`config.mk`:
```
export PLATFORM = sky130hd
export DESIGN_NAME = debounce_multi
export DESIGN_NICKNAME = d
export VERILOG_FILES = /design/src/rtl/debounce_multi.sv
export SDC_FILE = /design/constraint.sdc
export NUM_CORES = 1
export LEC_CHECK = 0
export BUFFER_PORTS_ARGS = -buffer_cell sky130_fd_sc_hd__buf_2
export CAP_MARGIN = 20
export CORE_ASPECT_RATIO = 0.6
export CORE_MARGIN = 10
export CORE_UTILIZATION = 35
export DETAILED_ROUTE_END_ITERATION = 12
export GPL_TIMING_DRIVEN = 0
export SYNTH_ARGS = -nofsm -noshare
export SYNTH_HDL_FRONTEND = slang
export SYNTH_SLANG_ARGS = --single-unit
```
`constraint.sdc`:
```
create_clock -name clk_f -period 4.1 [get_ports clk_f]
set_clock_uncertainty 0.2 [all_clocks]
set_input_delay 0.82 -clock clk_f [delete_from_list [all_inputs] [get_ports clk_f]]
set_output_delay 0.82 -clock clk_f [all_outputs]
set_load 0.05 [all_outputs]
```
`src/rtl/debounce_multi.sv`:
```
// Multi-channel push-button conditioner: 2-flop sync, WIN-sample hysteresis debounce,
// press/release pulses, long-press pulse and optional auto-repeat.
// Optional auto-repeat is compiled in with `define DEBOUNCE_AUTO_REPEAT_EN; otherwise pb_rep is tied 0.
// Latency: pb_in stable from edge E0 shows on pb_de after edge E0+WIN+1; no backpressure.
module debounce_multi #(
  parameter int CH       = 4,
  parameter int WIN      = 4,
  parameter int HOLD_CYC = 512,
  parameter int REP_CYC  = 128
) (
  input  logic          clk_f,
  input  logic          rst,
  input  logic [CH-1:0] pb_in,
  output logic [CH-1:0] pb_de,
  output logic [CH-1:0] pb_rise,
  output logic [CH-1:0] pb_fall,
  output logic [CH-1:0] pb_long,
  output logic [CH-1:0] pb_rep
);

  localparam int HW = $clog2(HOLD_CYC + 1);
  localparam logic [HW-1:0] HOLD_MAX = HW'(HOLD_CYC);
  localparam logic [HW-1:0] HOLD_PRE = HW'(HOLD_CYC - 1);

  logic [CH-1:0] sync_a;
  logic [CH-1:0] sync_b;

  // Two-flop synchroniser for the raw asynchronous button levels
  always_ff @(posedge clk_f or posedge rst) begin
    if (rst) begin
      sync_a <= '0;
      sync_b <= '0;
    end else begin
      sync_a <= pb_in;
      sync_b <= sync_a;
    end
  end

  for (genvar i = 0; i < CH; i++) begin : g_ch
    logic [WIN-1:0] win_q;
    logic [WIN-1:0] win_next;
    logic           de_q;
    logic           de_next;
    logic           rise_q;
    logic           fall_q;
    logic           long_q;
    logic [HW-1:0]  hold_q;

    // The level decision looks at the window as it will be after this edge,
    // which is what gives the E0+WIN+1 latency rather than one cycle more.
    assign win_next = {win_q[WIN-2:0], sync_b[i]};
    assign de_next  = (&win_next) | (de_q & (|win_next));

    // Sample window, hysteresis level and its edge pulses
    always_ff @(posedge clk_f or posedge rst) begin
      if (rst) begin
        win_q  <= '0;
        de_q   <= 1'b0;
        rise_q <= 1'b0;
        fall_q <= 1'b0;
      end else begin
        win_q  <= win_next;
        de_q   <= de_next;
        rise_q <= ~de_q & de_next;
        fall_q <= de_q & ~de_next;
      end
    end

    // Long-press counter: counts debounced-high edges, saturating so the pulse fires once per press
    always_ff @(posedge clk_f or posedge rst) begin
      if (rst) begin
        hold_q <= '0;
        long_q <= 1'b0;
      end else begin
        long_q <= de_q & (hold_q == HOLD_PRE);
        if (!de_q) begin
          hold_q <= '0;
        end else if (hold_q != HOLD_MAX) begin
          hold_q <= hold_q + 1'b1;
        end
      end
    end

    assign pb_de[i]   = de_q;
    assign pb_rise[i] = rise_q;
    assign pb_fall[i] = fall_q;
    assign pb_long[i] = long_q;

`ifdef DEBOUNCE_AUTO_REPEAT_EN
    localparam int RW = (REP_CYC > 1) ? $clog2(REP_CYC) : 1;
    localparam logic [RW-1:0] REP_LAST = RW'(REP_CYC - 1);

    logic [RW-1:0] rep_cnt;
    logic          rep_q;

    // Auto-repeat: first pulse with the long-press, then every REP_CYC edges while
    // the button stays down; no pulse on the edge that releases it.
    always_ff @(posedge clk_f or posedge rst) begin
      if (rst) begin
        rep_cnt <= '0;
        rep_q   <= 1'b0;
      end else if (!de_q) begin
        rep_cnt <= '0;
        rep_q   <= 1'b0;
      end else if (hold_q == HOLD_PRE) begin
        rep_cnt <= '0;
        rep_q   <= de_next;
      end else if (hold_q == HOLD_MAX) begin
        if (rep_cnt == REP_LAST) begin
          rep_cnt <= '0;
          rep_q   <= de_next;
        end else begin
          rep_cnt <= rep_cnt + 1'b1;
          rep_q   <= 1'b0;
        end
      end else begin
        rep_q <= 1'b0;
      end
    end

    assign pb_rep[i] = rep_q;
`else
    assign pb_rep[i] = 1'b0;
`endif
  end

endmodule
```
==> results.md, run 1 <==
- GR Overflow Total: 0
- MaxCap Viol Count: 0
- Pwr Total: ~1.7 mW
- Post-route DRC: 0
- ANT nets after route: 0
- Vias: between 2,000 and 2,500
- Final setup fails: 0
- Worst setup margin: between 2 and 2.5 ns
- Clock Latency Late Sink: around 0.34 ns
- Core Util, Final: approximately 43%
- Reg2reg start: g_ch[3].hold_q[0]$_DFFE_PP0P_
- Core Area: ~0.009 mm2
- Hpwl dp: 4.257 mm
- GPL Wtd Cong: ~0.82
- DR WL/cell: around 13 um
- R2R Setup Slk: 2.31 ns
- Classification of the worst-slack hold path: reg -> reg
- Diodes inserted: 0
- Root Buffer: clkbuf_16
- Cell Area, Synth: between 0.003 and 0.004 mm2
- Vias in the first global route: approximately 2,300
- Die Wd: about 150 um
- Fill count: slightly below 900
- Setup TNS: 0 ns
- Final period util: between 50% and 60%
- DR iter-0 viols: 180
- Sequential share of the synthesized area: approximately 57%
- Crit end category: primary output
- First-pass GRT wire length: 11.07 mm
- Initial antenna violation count: 0
- Vias per cell: around 4.8
- FP Rows: 27
- Overall Global Routing Usage: about 9.7%
- Clock Tree Buf Depth: 2
- Synth warn: 0
- Status: complete, no violations
- Drt first pass iters: 4
- PostCTS Resize Cnt: 0
- Syn Inst Count: between 300 and 400
- Worst Hold Depth: 0
- Hold Path Origin: sync_a[3]$_DFF_PP0_
- Setup bufs post-CTS: 0
- Final hold slack: 0.1488 ns
- Fmax achieved: roughly 0.48 GHz
- DIE HEIGHT: around 96 um
- R2R cell count: 4
- Layout cells sized above 1: roughly 19%
- Synthesized area per cell: around 11 um2
- Routed Wire Length: 6.188 mm
- CTS tree: yes
- Reg2reg end: g_ch[3].hold_q[8]$_DFFE_PP0P_
- Area grow syn2layout: 18.90%
- Worst VDD drop: ~0.22 mV
- Cell variety after synth: 34
- Tmin final: ~2.1 ns
- H-Tree Depth: 3
- Critical path peak fanout: 3
- Hold EP: sync_b[3]$_DFF_PP0_
- Buffers on Ports: 21
- Cts bufs inserted: 9
- Largest net degree at the start of global routing: 65
- Synth Register Bits: 76
- Most common cell after layout, fill and taps aside: dfrtp_1
- Startpoint type of the worst setup path: flip-flop
- Total Nets Final: 364
- Critical Path RT: about 3 ns
- DP Worst Slack: 2.313 ns
- Pwr dens: around 430 mW/mm2
- RSZ-0062 raised after global routing: no
- Ports: 26
- CP arrival: between 1 and 1.5 ns
- Fin. Hold Viols: 0
- Most frequent cells in the layout: dfrtp_1 (76), nand2_1 (24), buf_2 (22), nand3_1 (21), a21oi_1 (21)
- CP Class: reg -> out
- Max-slew violations: 0
- Clock slew at reported path FFs: 0.06 ns
- Leakage: 1.689 nW
- # clock sinks: between 70 and 80
- # hold bufs at CTS: 0
- Die area: about 0.014 mm2
- Effective utilization at floorplan: 36.33%
critical path, cell delays in order, from the launching register on:
cell and delay, ns:
dfrtp_1 0.37, buf_4 0.11, buf_2 0.25
cells in the mapped netlist:
cell / number / area share (%)
ha_1: 8 / 3.0
buf_2: 1 / 0.15
o21ai_0: 18 / 2.7
o41ai_1: 4 / 1.0
clkbuf_1: 6 / 0.67
nand2_1: 24 / 2.7
nand3_2: 1 / 0.30
nand2b_1: 4 / 0.74
conb_1: 1 / 0.11
dfrtp_1: 76 / 57
and4_1: 3 / 0.78
nor4_1: 6 / 1.1
a211oi_1: 2 / 0.45
or3_1: 18 / 3.3
buf_4: 20 / 4.5
nor3_1: 10 / 1.5
or3_2: 1 / 0.22
a21oi_1: 21 / 3.1
inv_2: 1 / 0.11
nand3_1: 21 / 3.1
nor2_1: 7 / 0.78
inv_1: 17 / 1.9
o311ai_0: 4 / 1.0
mux2i_1: 8 / 2.4
and4b_1: 1 / 0.30
nand4_1: 5 / 0.93
a211oi_2: 1 / 0.37
nand3b_1: 6 / 1.3
o31ai_1: 2 / 0.45
xnor2_1: 1 / 0.26
or4_1: 2 / 0.45
xor2_1: 7 / 1.8
nand4_2: 2 / 0.74
nor3b_1: 5 / 1.1
per-layer routing:
| layer | vias up | GRT usage, % | wire length (um) |
|---|---|---|---|
| met1 | 1151 | 12.65 | 3257 |
| met3 | 8 | 4.262 | 266 |
| met2 | 23 | 14.03 | 2571 |
| met4 | 0 | 3.483 | 93 |
| met5 | - | 0 | 0 |
| li1 | 1170 | - | - |
how the worst max path moves through the flow:
stage / start / end / slack [ns] / cells after the start
final: g_ch[3].de_q$_DFF_PP0_ / pb_de[3] / 2.01 / 2
after global routing: g_ch[0].de_q$_DFF_PP0_ / pb_de[0] / 1.96 / 2
after CTS: g_ch[0].de_q$_DFF_PP0_ / pb_de[0] / 1.99 / 2
after detailed placement: g_ch[3].hold_q[1]$_DFFE_PP0P_ / g_ch[3].hold_q[8]$_DFFE_PP0P_ / 2.31 / 4
after global placement: rst / g_ch[2].long_q$_DFF_PP0_ / 0.17 / 2
after floorplan: rst / g_ch[0].de_q$_DFF_PP0_ / 1.14 / 1
power breakdown:
| part | leakage, nW | internal [mW] | switching [mW] |
|---|---|---|---|
| clock network | 0.151 | 0.548 | 0.307 |
| logic | 0.528 | 0.0271 | 0.0681 |
| registers | 1.01 | 0.768 | 0.0142 |
area by class of cell:
type | instances | area (um2) | share of cell area, %
buffer | 27 | 177.7 | 4.443
clock buffer | 10 | 239.0 | 5.976
clock inverter | 6 | 87.58 | 2.190
inverter | 18 | 70.07 | 1.752
multi-input combinational | 196 | 1227 | 30.69
sequential | 76 | 1902 | 47.56
tap | 130 | 162.7 | 4.068
timing repair buffer | 22 | 132.6 | 3.317
state kept, by name, indices dropped and copies added, names as in the netlist:
name,flops
sync_b,4
g_ch.fall_q,4
sync_a,4
g_ch.long_q,4
g_ch.hold_q,40
g_ch.win_q,12
g_ch.de_q,4
g_ch.rise_q,4
cells by family (layout without fill, tap and decap cells):
logic type / count (synthesis) / after routing / synth area share (%)
muxes: 8 / 8 / 2.381
AOI/OAI and AO/OA: 52 / 52 / 9.151
other: 1 / 4 / 0.1115
adders and majority gates: 8 / 8 / 2.976
and+or+nand+nor: 116 / 116 / 19.46
DFF: 76 / 76 / 56.55
xor gates and xnor gates: 8 / 8 / 2.083
buffers and inverters: 45 / 83 / 7.291
stage by stage:
| stage | std cells | cell area, um2 |
|---|---|---|
| 2_1_floorplan | 317 | 3374 |
| 3_3_place_gp | 468 | 3642 |
| 3_5_place_dp | 469 | 3672 |
| 4_1_cts | 485 | 3999 |
| 5_1_grt | 485 | 3999 |
| 6_report | 485 | 3999 |
Note: power is estimated with default switching activity, not from simulation.
==> inputs of run 2 (changes only) <==
==> constraint.sdc (replaced) <==
create_clock -name clk_f -period 2.1 [get_ports clk_f]
set_clock_uncertainty 0.2 [all_clocks]
set_input_delay 0.42 -clock clk_f [delete_from_list [all_inputs] [get_ports clk_f]]
set_output_delay 0.42 -clock clk_f [all_outputs]
set_load 0.05 [all_outputs]
==> results.md, run 2 (synthesized netlist as in run 1, its figures left out) <==
- Status: complete, no violations (unchanged)
- Most common cell after layout, fill and taps aside: dfrtp_1 (unchanged)
- Fmax achieved: 0.5649 GHz
- Crit end category: flip-flop (was primary output)
- Reg with most FFs: g_ch.hold_q (unchanged)
- CP arrival: 1.81 ns (was 1.07 ns)
- H-Tree Depth: 3 (unchanged)
- DP Worst Slack: 0.3589 ns (was 2.313 ns)
- Max reg flops: 40 (unchanged)
- Vias in the first global route: 2,429 (was 2,310)
- Hpwl dp: 4.323 mm (was 4.257 mm)
- GR Overflow Total: 0 (unchanged)
- Final setup fails: 0 (unchanged)
- Setup bufs post-CTS: 0 (unchanged)
- Biggest registers after layout: g_ch.hold_q (40), g_ch.win_q (12) (unchanged)
- DR WL/cell: 12.59 um (was 12.76 um)
- Cts bufs inserted: 9 (unchanged)
- Largest net degree at the start of global routing: 37 (was 65)
- Tmin final: ~1.8 ns
- Clock Latency Late Sink: 0.33 ns (was 0.34 ns)
- Startpoint type of the worst setup path: flip-flop (unchanged)
- Layout cells sized above 1: 17.45% (was 18.59%)
- R2R cell count: 4 (unchanged)
- Vias per cell: 4.904 (was 4.849)
- Effective utilization at floorplan: 36.33% (unchanged)
- Diodes inserted: 0 (unchanged)
- Worst VDD drop: 0.3781 mV (was 0.2187 mV)
- Overall Global Routing Usage: 9.783% (was 9.689%)
- # clock sinks: 76 (unchanged)
- Final period util: between 80 and 90%
- DR iter-0 viols: 150 (was 180)
- Core Area: 0.009256 mm2 (unchanged)
- Leakage: 1.692 nW (was 1.689 nW)
- Clock Tree Buf Depth: 2 (unchanged)
- CP Class: reg -> reg (was reg -> out)
- Final Cell Area: 0.004000 mm2 (was 0.003999 mm2)
- Ports: 26 (unchanged)
- Area grow syn2layout: 18.94% (was 18.90%)
- Pwr dens: 773.4 mW/mm2 (was 433.2 mW/mm2)
- Post-route insts no fill: 491 (was 485)
- Fin. Hold Viols: 0 (unchanged)
- DIE HEIGHT: 95.93 um (unchanged)
- RSZ-0062 raised after global routing: no (unchanged)
- Critical path peak fanout: 5 (was 3)
- Total Nets Final: 370 (was 364)
- Root Buffer: clkbuf_16 (unchanged)
- GPL Wtd Cong: 0.7717 (was 0.8163)
- MaxCap Viol Count: 0 (unchanged)
- Placed insts: 470 (was 469)
- Clock slew at reported path FFs: 0.05 ns (was 0.06 ns)
- CTS tree: yes (unchanged)
- Die area: 0.01406 mm2 (unchanged)
- Vias: 2,408 (was 2,352)
- Die Wd: 146.6 um (unchanged)
- ANT nets after route: 0 (unchanged)
- Worst Hold Depth: 0 (unchanged)
- Max-slew violations: 0 (unchanged)
- Classification of the worst-slack hold path: reg -> reg (unchanged)
- FP Rows: 27 (unchanged)
- Placed Area: 0.003686 mm2 (was 0.003672 mm2)
- Critical Path RT: 2.14 ns (was 3.08 ns)
- Buffers on Ports: 21 (unchanged)
- Drt first pass iters: 4 (unchanged)
- Setup TNS: 0 ns (unchanged)
- Most frequent cells in the layout: dfrtp_1 (76), nand2_1 (24), buf_2 (22), nand3_1 (21), a21oi_1 (21) (unchanged)
- First-pass GRT wire length: 11.15 mm (was 11.07 mm)
- Worst setup margin: 0.3297 ns (was 2.013 ns)
- Initial antenna violation count: 0 (unchanged)
- Routed Wire Length: 6.182 mm (was 6.188 mm)
- Core Util, Final: 43.21% (was 43.20%)
- Post-route DRC: 0 (unchanged)
-- run 2: cell types whose count changed in the layout (fill, tap and decap cells not counted), sizes merged, moves of 2 or more --
cell	previous run	this run
bufinv	2	0
dlygate4sd3	0	5
clkinvlp	3	1
clkbuf	16	20
-- run 2: worst paths after layout --
check                           slack (ns)                       endpoint                     startpoint
worst min register to register        0.15            sync_b[3]$_DFF_PP0_            sync_a[3]$_DFF_PP0_
max in group asynchronous             0.81            sync_a[2]$_DFF_PP0_                            rst
worst max register to register        0.33  g_ch[3].hold_q[8]$_DFFE_PP0P_  g_ch[3].hold_q[1]$_DFFE_PP0P_
min in group asynchronous             0.41  g_ch[3].hold_q[6]$_DFFE_PP0P_                            rst
worst min-delay path                  0.15            sync_b[3]$_DFF_PP0_            sync_a[3]$_DFF_PP0_
worst max-delay path                  0.33  g_ch[3].hold_q[8]$_DFFE_PP0P_  g_ch[3].hold_q[1]$_DFFE_PP0P_
-- run 2: layout make-up --
class	count	area [um2]
Fill cell	915	5256
Timing Repair Buffer	28	195.2
Buffer	27	177.7
Inverter	18	71.32
Clock buffer	14	254.0
Sequential cell	76	1902
Multi-Input combinational cell	196	1227
Clock inverter	2	10.01
Tap cell	130	162.7
-- run 2: metal layers --
layer  GRT usage [%]  up-vias  share of wire [%]
li1                -     1179                  -
met1           12.10     1171                 49
met2           14.86       46                 44
met3           3.794       12                5.2
met4           4.892        0                1.9
met5               0        -                  0
-- run 2: timing repair --
| item | CTS | global route |
|---|---|---|
| resized for setup | 0 | 0 |
| endpoints found under the hold margin | 16 | 0 |
| hold buffers | 5 | 0 |
-- run 2: stage by stage --
step	total power, mW	hold slack, ns
global placement	1.734	0.1382
detailed placement	1.748	0.1364
finish	3.094	0.1459
floorplan	1.690	0.1312
CTS	3.152	0.1489
global route	3.243	0.1620
-- run 2: worst max-delay path, stage by stage (launching register included) --
cell	delay, ns
dfrtp_1	0.41
ha_1	0.25
nand4_1	0.19
or3_1	0.39
a211oi_1	0.24
-- run 2: report_power, final --
| group | switching [mW] | internal (mW) |
|---|---|---|
| Combinational | 0.135 | 0.0611 |
| Sequential | 0.0273 | 1.50 |
| Clock | 0.540 | 0.829 |
| Total | 0.703 | 2.39 |
==> inputs of run 3 (changes only) <==
==> constraint.sdc (replaced) <==
create_clock -name clk_f -period 1.8 [get_ports clk_f]
set_clock_uncertainty 0.2 [all_clocks]
set_input_delay 0.36 -clock clk_f [delete_from_list [all_inputs] [get_ports clk_f]]
set_output_delay 0.36 -clock clk_f [all_outputs]
set_load 0.05 [all_outputs]
==> results.md, run 3 (synthesized netlist as in run 1, its figures left out) <==
- ANT nets after route: 0 (unchanged)
- Vias in the first global route: 2,429 (unchanged)
- Vias: 2,423 (was 2,408)
- Die Wd: 146.6 um (unchanged)
- Buffers on Ports: 21 (unchanged)
- Clock Tree Buf Depth: 2 (unchanged)
- Ports: 26 (unchanged)
- DR WL/cell: 12.53 um (was 12.59 um)
- First-pass GRT wire length: 11.15 mm (unchanged)
- Most frequent cells in the layout: dfrtp_1 (76), buf_4 (26), nand2_1 (24), buf_2 (22) (was dfrtp_1 (76), nand2_1 (24), buf_2 (22), nand3_1 (21), a21oi_1 (21))
- DIE HEIGHT: 95.93 um (unchanged)
- Clock slew at reported path FFs: 0.05 ns (about the same)
- Fmax achieved: 0.5870 GHz (was 0.5649 GHz)
- FP Rows: 27 (unchanged)
- Fill count: 911 (was 915)
- Area grow syn2layout: 20.24% (was 18.94%)
- Status: complete, no violations (unchanged)
- # clock sinks: 76 (unchanged)
- Hpwl dp: 4.323 mm (unchanged)
- GPL Wtd Cong: 0.7717 (unchanged)
- Clock Latency Late Sink: 0.33 ns (about the same)
- Leakage: 1.715 nW (was 1.692 nW)
- Overall Global Routing Usage: 9.783% (unchanged)
- Final setup fails: 0 (unchanged)
- Root Buffer: clkbuf_16 (unchanged)
- CP arrival: 1.74 ns (was 1.81 ns)
- Layout cells sized above 1: 19.13% (was 17.45%)
- DR WL met2: 2.772 mm (was 2.707 mm)
- Initial antenna violation count: 0 (unchanged)
- Drt first pass iters: 4 (unchanged)
- Fin. Hold Viols: 0 (unchanged)
- Startpoint type of the worst setup path: flip-flop (unchanged)
- Worst setup margin: 0.09636 ns (was 0.3297 ns)
- Max-slew violations: 0 (unchanged)
- Reg with most FFs: g_ch.hold_q (unchanged)
- Top Metal Used: met4 (unchanged)
- Routed Wire Length: 6.217 mm (was 6.182 mm)
- H-Tree Depth: 3 (unchanged)
- RSZ-0062 raised after global routing: yes (was no)
- CP Class: reg -> reg (unchanged)
- Final period util: 94.65% (was 84.30%)
- Max reg flops: 40 (unchanged)
- Critical path peak fanout: 5 (unchanged)
- DR iter-0 viols: 169 (was 150)
- DP Worst Slack: 0.05894 ns (was 0.3589 ns)
- Tmin final: 1.704 ns (was 1.770 ns)
- Met3 routed WL: 357 um (was 321 um)
- Biggest registers after layout: g_ch.hold_q (40), g_ch.win_q (12) (unchanged)
- Vias per cell: 4.885 (was 4.904)
- FF+latch area: 0.001902 mm2 (unchanged)
- Final hold slack: 0.1462 ns (was 0.1459 ns)
- Total Nets Final: 375 (was 370)
- WL met1: 2.982 mm (was 3.035 mm)
- CTS tree: yes (unchanged)
- Pwr dens: 892.8 mW/mm2 (was 773.4 mW/mm2)
- GR Overflow Total: 0 (unchanged)
- Critical Path RT: 1.84 ns (was 2.14 ns)
- Effective utilization at floorplan: 36.33% (unchanged)
- MaxCap Viol Count: 0 (unchanged)
- Largest net degree at the start of global routing: 37 (unchanged)
- Most common cell after layout, fill and taps aside: dfrtp_1 (unchanged)
- Classification of the worst-slack hold path: reg -> reg (unchanged)
- Cts bufs inserted: 9 (unchanged)
- Post-route DRC: 0 (unchanged)
- Core Area: 0.009256 mm2 (unchanged)
- Footprint of the multi-input gates: 0.001230 mm2 (was 0.001227 mm2)
- Diodes inserted: 0 (unchanged)
- Die area: 0.01406 mm2 (unchanged)
- Worst VDD drop: 0.4274 mV (was 0.3781 mV)
- Crit end category: flip-flop (unchanged)
- Pwr Total: 3.610 mW (was 3.094 mW)
## run 3: per-layer routing
layer / GRT usage (%) / up-vias
li1: - / 1191
met1: 12.10 / 1172
met2: 14.86 / 51
met3: 3.794 / 9
met4: 4.892 / 0
met5: 0 / -
## run 3: cell type report
type / instances / share of cell area [%]
sequential: 76 / 47.03
multi-input combinational: 196 / 30.41
clock buffer: 14 / 6.281
timing repair buffer: 34 / 5.941
buffer: 26 / 4.301
tap: 130 / 4.022
inverter: 18 / 1.764
clock inverter: 2 / 0.2475
## run 3: where the power goes
part	internal [mW]	switching (mW)
clock	0.967	0.629
sequential	1.75	0.0319
combinational	0.0737	0.158
total	2.79	0.819
## run 3: worst paths after layout
check / startpoint / to / slack (ns) / depth (start not counted)
worst max register to register: g_ch[3].hold_q[0]$_DFFE_PP0P_ / g_ch[3].hold_q[8]$_DFFE_PP0P_ / 0.1 / 4
worst max-delay path: g_ch[3].hold_q[0]$_DFFE_PP0P_ / g_ch[3].hold_q[8]$_DFFE_PP0P_ / 0.1 / 4
max in group asynchronous: rst / sync_a[2]$_DFF_PP0_ / 0.57 / 4
worst min-delay path: sync_a[3]$_DFF_PP0_ / sync_b[3]$_DFF_PP0_ / 0.15 / 0
worst min register to register: sync_a[3]$_DFF_PP0_ / sync_b[3]$_DFF_PP0_ / 0.15 / 0
min in group asynchronous: rst / g_ch[3].hold_q[6]$_DFFE_PP0P_ / 0.35 / 3
## run 3: worst max-delay path, cell delays in order (launching register included)
cell and delay, ns:
dfrtp_1 0.41, ha_2 0.23, nand4_1 0.14, or3_1 0.38, a211oi_1 0.24
## run 3: metrics by stage
| stage | area, um2 | TNS [ns] | utilization (%) | instances |
|---|---|---|---|---|
| 2_1_floorplan | 3378 | 0 | - | 317 |
| 3_3_place_gp | 3646 | -12.75 | 39.39 | 468 |
| 3_5_place_dp | 3686 | 0 | 39.82 | 470 |
| 4_1_cts | 4000 | 0 | 43.21 | 491 |
| 5_1_grt | 4044 | -0.02951 | 43.69 | 496 |
| 6_report | 4044 | 0 | 43.69 | 496 |
## run 3: what timing repair did
item	CTS	global route
endpoints found under the hold margin	16	0
resized for setup	0	1
hold buffers	5	0
buffers inserted	0	6
endpoints found under the setup margin	0	3
